<file path="src/rtl/match_search_pkg.sv">
// Shared definitions for the match_search engine: FSM encoding and default sizes.
package match_search_pkg;

    localparam int DEF_WIDTH  = 4;
    localparam int DEF_ADDR_W = 3;

    typedef enum logic [1:0] {
        S_IDLE = 2'd0,
        S_SCAN = 2'd1,
        S_DONE = 2'd2
    } state_t;

endpackage

</file>
<file path="src/rtl/addr_counter.sv">
// Table address counter: clears to 0, increments on enable, saturates at N-1.
module addr_counter #(
    parameter int ADDR_W = 3
) (
    input  logic              clk,
    input  logic              reset,
    input  logic              clr,
    input  logic              en,
    output logic [ADDR_W-1:0] count,
    output logic              last
);

    logic [ADDR_W-1:0] count_q;

    assign last  = (count_q == {ADDR_W{1'b1}});
    assign count = count_q;

    always_ff @(posedge clk) begin
        if (reset || clr) begin
            count_q <= '0;
        end else if (en && !last) begin
            count_q <= count_q + 1'b1;
        end
    end

endmodule

</file>
<file path="src/rtl/match_search.sv">
// Sequential table search: issues reads in ascending address order and reports
// the lowest address whose entry equals the latched key, using an external comparator.
module match_search
    import match_search_pkg::*;
#(
    parameter int WIDTH  = DEF_WIDTH,
    parameter int ADDR_W = DEF_ADDR_W
) (
    input  logic              clk,
    input  logic              reset,
    input  logic              start,
    input  logic [WIDTH-1:0]  key,
    output logic              ready,
    output logic [ADDR_W-1:0] tbl_addr,
    input  logic [WIDTH-1:0]  tbl_data,
    output logic [WIDTH-1:0]  cmp_a,
    output logic [WIDTH-1:0]  cmp_b,
    input  logic              cmp_status,
    output logic              done,
    output logic              hit,
    output logic [ADDR_W-1:0] hit_addr
);

    state_t            state_q, state_d;
    logic [WIDTH-1:0]  key_q, key_d;
    logic              hit_q, hit_d;
    logic [ADDR_W-1:0] hit_addr_q, hit_addr_d;
    logic [ADDR_W-1:0] tag_q;
    logic              cmp_vld_q;
    logic              issued_last_q, issued_last_d;
    logic              accept, issue_vld;
    logic [ADDR_W-1:0] count;
    logic              last;

    assign accept    = (state_q == S_IDLE) && start;
    // Once address N-1 has been issued the counter holds, so further cycles issue nothing.
    assign issue_vld = (state_q == S_SCAN) && !issued_last_q;

    addr_counter #(.ADDR_W(ADDR_W)) u_cnt (
        .clk   (clk),
        .reset (reset),
        .clr   (accept),
        .en    (issue_vld),
        .count (count),
        .last  (last)
    );

    assign tbl_addr = count;
    assign cmp_a    = tbl_data;
    assign cmp_b    = key_q;
    assign ready    = (state_q == S_IDLE);
    assign done     = (state_q == S_DONE);
    assign hit      = hit_q;
    assign hit_addr = hit_addr_q;

    always_comb begin
        state_d       = state_q;
        key_d         = key_q;
        hit_d         = hit_q;
        hit_addr_d    = hit_addr_q;
        issued_last_d = issued_last_q;
        if (issue_vld && last) issued_last_d = 1'b1;
        case (state_q)
            S_IDLE: begin
                if (start) begin
                    key_d         = key;
                    hit_d         = 1'b0;
                    hit_addr_d    = '0;
                    issued_last_d = 1'b0;
                    state_d       = S_SCAN;
                end
            end
            S_SCAN: begin
                if (cmp_vld_q) begin
                    if (cmp_status) begin
                        hit_d      = 1'b1;
                        hit_addr_d = tag_q;
                        state_d    = S_DONE;
                    end else if (tag_q == {ADDR_W{1'b1}}) begin
                        hit_d   = 1'b0;
                        state_d = S_DONE;
                    end
                end
            end
            S_DONE:  state_d = S_IDLE;
            default: state_d = S_IDLE;
        endcase
    end

    always_ff @(posedge clk) begin
        if (reset) begin
            state_q       <= S_IDLE;
            key_q         <= '0;
            hit_q         <= 1'b0;
            hit_addr_q    <= '0;
            tag_q         <= '0;
            cmp_vld_q     <= 1'b0;
            issued_last_q <= 1'b0;
        end else begin
            state_q       <= state_d;
            key_q         <= key_d;
            hit_q         <= hit_d;
            hit_addr_q    <= hit_addr_d;
            tag_q         <= count;
            cmp_vld_q     <= issue_vld;
            issued_last_q <= issued_last_d;
        end
    end

endmodule

</file>
<file path="config.mk">
export PLATFORM = sky130hd
export DESIGN_NAME = match_search
export DESIGN_NICKNAME = d
export VERILOG_FILES = /design/src/rtl/match_search_pkg.sv /design/src/rtl/addr_counter.sv /design/src/rtl/match_search.sv
export SDC_FILE = /design/constraint.sdc
export NUM_CORES = 1
export LEC_CHECK = 0
export BUFFER_PORTS_ARGS = -buffer_cell sky130_fd_sc_hd__buf_2
export CAP_MARGIN = 20
export CORE_MARGIN = 3
export CORE_UTILIZATION = 45
export CTS_CLUSTER_SIZE = 28
export DETAILED_ROUTE_END_ITERATION = 6
export PLACE_DENSITY = 0.72
export SYNTH_ARGS = -nofsm -noshare
export SYNTH_HDL_FRONTEND = slang
export SYNTH_HIERARCHICAL = 1
export SYNTH_SLANG_ARGS = --single-unit
</file>
<file path="constraint.sdc">
create_clock -name clk -period 1.7 [get_ports clk]
set_input_delay 0.34 -clock clk [delete_from_list [all_inputs] [get_ports clk]]
set_output_delay 0.34 -clock clk [all_outputs]
set_load 0.05 [all_outputs]
</file>
# == Yosys cells after proc, flatten, opt, wreduce, memory -nomap -nowiden ==
# Index checks and enable logic that the tools add are counted.
# totals
ff_bits,18
word_cells,47
in_bits,12
# op_classes
addsub,1
muxes,17
reduce_logical,13
n_eq_ne,8
# ops
op,n
2-to-1 mux 3 bit,3
2-to-1 mux 2 bit,4
AND reduction 4 bit,2
2-to-1 mux 1 bit,7
== test 3 bit (second input constant),2
inequality test 2 bit (second input constant),3
case mux 3 bit (2 select lines),1
logical AND 1 bit,4
case mux 2 bit (2 select lines),1
adder 3 x 1 -> 3 bit (second input constant),1
inequality test 3 x 2 -> 1 bit (second input constant),1
AND reduction 3 bit,1
== test 2 x 1 -> 1 bit (second input constant),1
== test 2 bit (second input constant),1
logical NOT 1 bit,2
logical NOT 2 bit,1
case mux 1 bit (2 select lines),1
AND reduction 2 bit,1
nonzero test 2 bit,1
logical OR 1 bit,1

# == Logic depth before layout (Yosys ltp) ==
# depth
depth_word,6
mapped_depth,6
ltp_nobuf,5

# == Cells and area by module ==
# The synthesis kept the hierarchy.
# modules_own_cells
mod,seq_area_each_um2,cells_each,area_each_um2,instances
match_search,300.3,63,626.9,1
addr_counter,60.1,12,142.6,1

# == Worst setup path after synthesis ==
# Ideal clock, no wire load.
# synth_timing
path_kind,reg-to-reg
from,register u_cnt.count_q[0] (netlist: u_cnt/count[0])
to,register u_cnt.count_q[2] (netlist: u_cnt/count[2])
setup_slack_ps,202
arrival_time_ps,1363
stages_incl_launch_ff,6
path_cell_list,dfxtp_1 ha_1 ha_1 nor2b_4 mux2i_1 nor3_1
# synth_via
elab_chain_len,3
# synth_rtl
item,line,rtl
from (decl),addr_counter.sv:13,logic [ADDR_W-1:0] count_q;
from (signal assigned),addr_counter.sv:22,count_q <= count_q + 1'b1;
== test 3 bit,addr_counter.sv:15,assign last = (count_q == {ADDR_W{1'b1}});
named net last,match_search.sv:33,logic last;
logical NOT 1 bit,addr_counter.sv:21,end else if (en && !last) begin
logical AND 1 bit,addr_counter.sv:21,
# The timed path passes the listed nets, and every way through them passes these cells.
# A chain may end at the register's enable or synchronous reset.

# == Worst setup path after layout ==
# layout_timing
from,register state_q[0]
to,output ready
# layout_via
elab_chain_len,1
# layout_rtl
item,line,rtl
from (decl),match_search.sv:24,"state_t state_q, state_d;"
from (signal assigned),match_search.sv:100,state_q <= state_d;
logical NOT 2 bit,match_search.sv:51,assign ready = (state_q == S_IDLE);
to (decl),match_search.sv:13,"output logic ready,"
# Every way passes these cells.

==> impl_metrics.toml <==
[outcome]
status = "finished clean"

[critical_path]
path_max_fanout = 10
r2r_cells = 5
reg2reg_slack_ns = 0.37
r2r-start = "state_q[0]"
r2r_end = "u_cnt/count[1]"
worstPathRequired_ns = 1.36
path_class = "flip-flop to primary output"
arrival_ns = 1.19
end_kind = "primary output"
startpoint_type = "flip-flop"

[yosys]
yosys-top-cells-area = "dfxtp_1 47%, mux2i_1 7.8%, nand2b_1 4.1%"
syn_area_um2 = 769
yosys.cell_types.count = 25
ys_ff_latch = 18
synth_largest_area_cell = "dfxtp_1"
postSynthCellCount = 75
synth_top_area_share_pct = 46.8
yosysWarnings = 6
syn_area_per_cell_um2 = 10.3
syn-num-nets = 89
yosysSeqAreaShare_pct = 46.8

[global_routing]
grt_max_degree = 19
antenna_found_initial = 0
grt_pass1_wl_mm = 2.15
grt_pass1_vias = 506
grt.overflow.total = 0
grt_use_total_pct = 13.9

[sta]
skew_ns = 0.00731
final.period_utilization_pct = 89.9
tightest_slew_ns = 0.442
grt_setup_unrepaired = "no"
setup_viol = 0
fin_tns_setup_ns = 0
drv_slew = 0
fmax_ghz = 0.654
finalHoldViolCount = 0
hold_ws_ns = 0.280
finalCriticalPeriod_ns = 1.53
slew_headroom_pct = 70.5

[finish]
synthToLayoutAreaGrowth_pct = 11.4
final_cell_mix = "20 x buf_2, 17 x dfxtp_1, 7 x nor2_1, 6 x mux2i_1"
drive_above_1_share_pct = 29.7
fin_cells = 107
layout_commonest_cell = "buf_2"
fin_nets = 107
antenna_cells = 0
fill_cells = 151

[drt]
ant_nets = 0
wire_per_inst_um = 12.1
via_count = 559
drt-total-wl_mm = 1.30
via_per_inst = 5.22
drt_iter0_markers = 2
drc = 0
drtPass1Iterations = 3

[die]
design.core.area_um2 = 1560
initial_core_util_pct = 49.4
dieHeight_um = 47.4
die_x_um = 47.4
io_pins = 29
die-area_um2 = 2240
num_rows = 14

[clocking]
post_cts_resized = 0
cts_tree = "yes"
clock_path_buffers = 2
postCtsSetupBuffers = 0
cts.sinks = 18
clk_latency_ns = 0.29
clockRootBuffer = "clkbuf_4"
h-tree-depth = 1
ctsHoldBuffers = 0
clk_pin_slew_worst_paths_ns = 0.10
cts_buffers = 3

[power]
peakVddDrop_mv = 0.531
power_mw = 0.804
power_density_nw_per_um2 = 938
p_leak_nw = 0.386

[place]
io_buffers = 20
post-dp-hpwl_um = 981
gp_congestion = 0.801
dp.cells = 104

[job]
maxCapViolCount = 0

[min_path]
hold_depth = 3
hp-start = "key[2]"
holdPathEnd = "cmp_b[2]"
hp-class = "input port to flip-flop"
## synth_stat cells, drive strengths merged
library cell,instances
nor2b,4
mux2i,6
a21oi,2
nor2,7
o21bai,1
dfxtp,18
nand3,2
a221oi,1
ha,2
o2bb2ai,3
inv,1
buf,6
nor3b,3
nand2,2
a2bb2oi,1
nand2b,6
clkbuf,1
a31oi,1
and3,2
nor3,5
xnor2,1
## worst max path at each step
stage	from	to	slack, ns	depth (start not counted)
after floorplan	u_cnt/count[0]	u_cnt/count[2]	0.20	5
after global placement	u_cnt/count[0]	u_cnt/count[2]	0.40	5
after detailed placement	u_cnt/count[0]	u_cnt/count[2]	0.37	5
after CTS	state_q[1]	done	0.08	3
after global routing	state_q[0]	ready	0.08	2
final	state_q[0]	ready	0.17	2
## cell families after synthesis
family / synth area share [%]
AOI/OAI and AO/OA: 8.78
and+or+nand+nor: 24.4
adders and majority gates: 3.25
buffers and inverters: 7.80
xor gates and xnor gates: 1.14
muxes: 7.81
DFF: 46.8
## flip-flops by register name (all words and copies together) (netlist names)
register       count
cmp_b              4
cmp_vld_q          1
hit                1
hit_addr           3
issued_last_q      1
state_q            2
tag_q              3
u_cnt/count        3
## per-stage QoR
step / area [µm²] / setup slack, ns / util [%]
floorplan: 769 / 0.202 / -
global placement: 833 / 0.405 / 53.5
detailed placement: 833 / 0.374 / 53.5
CTS: 856 / 0.0770 / 54.9
global route: 857 / 0.0807 / 55.0
finish: 857 / 0.171 / 55.0
## critical path, cell delays in order, from the launching register on
cell,delay (ns)
dfxtp_1,0.42
nor2_1,0.19
buf_2,0.29
## metal layers
metal  part of all wire, %  track usage (%)  up-vias  wire length [µm]
met1                    44             16.0      250               575
met2                    49             23.0       20               638
met4                   1.2             8.29        0                15
met3                   5.2             3.45        2                67
met5                     0                0        -                 0
li1                      -                -      287                 -
## power breakdown
group          leakage (nW)  switching, mW  total, mW  internal [mW]
sequential            0.147         0.0176      0.456          0.438
combinational         0.225         0.0930      0.147         0.0538
clock                0.0138          0.119      0.201         0.0823
total                 0.386          0.230      0.804          0.575
## cell type report
cell class | instances | area, µm² | area share, %
clock buffer | 3 | 22.5 | 2.63
tap | 16 | 20.0 | 2.34
sequential | 18 | 362 | 42.2
multi-input combinational | 49 | 349 | 40.7
inverter | 1 | 3.75 | 0.438
timing repair buffer | 20 | 100 | 11.7
Note: power is estimated with default switching activity, not from simulation.
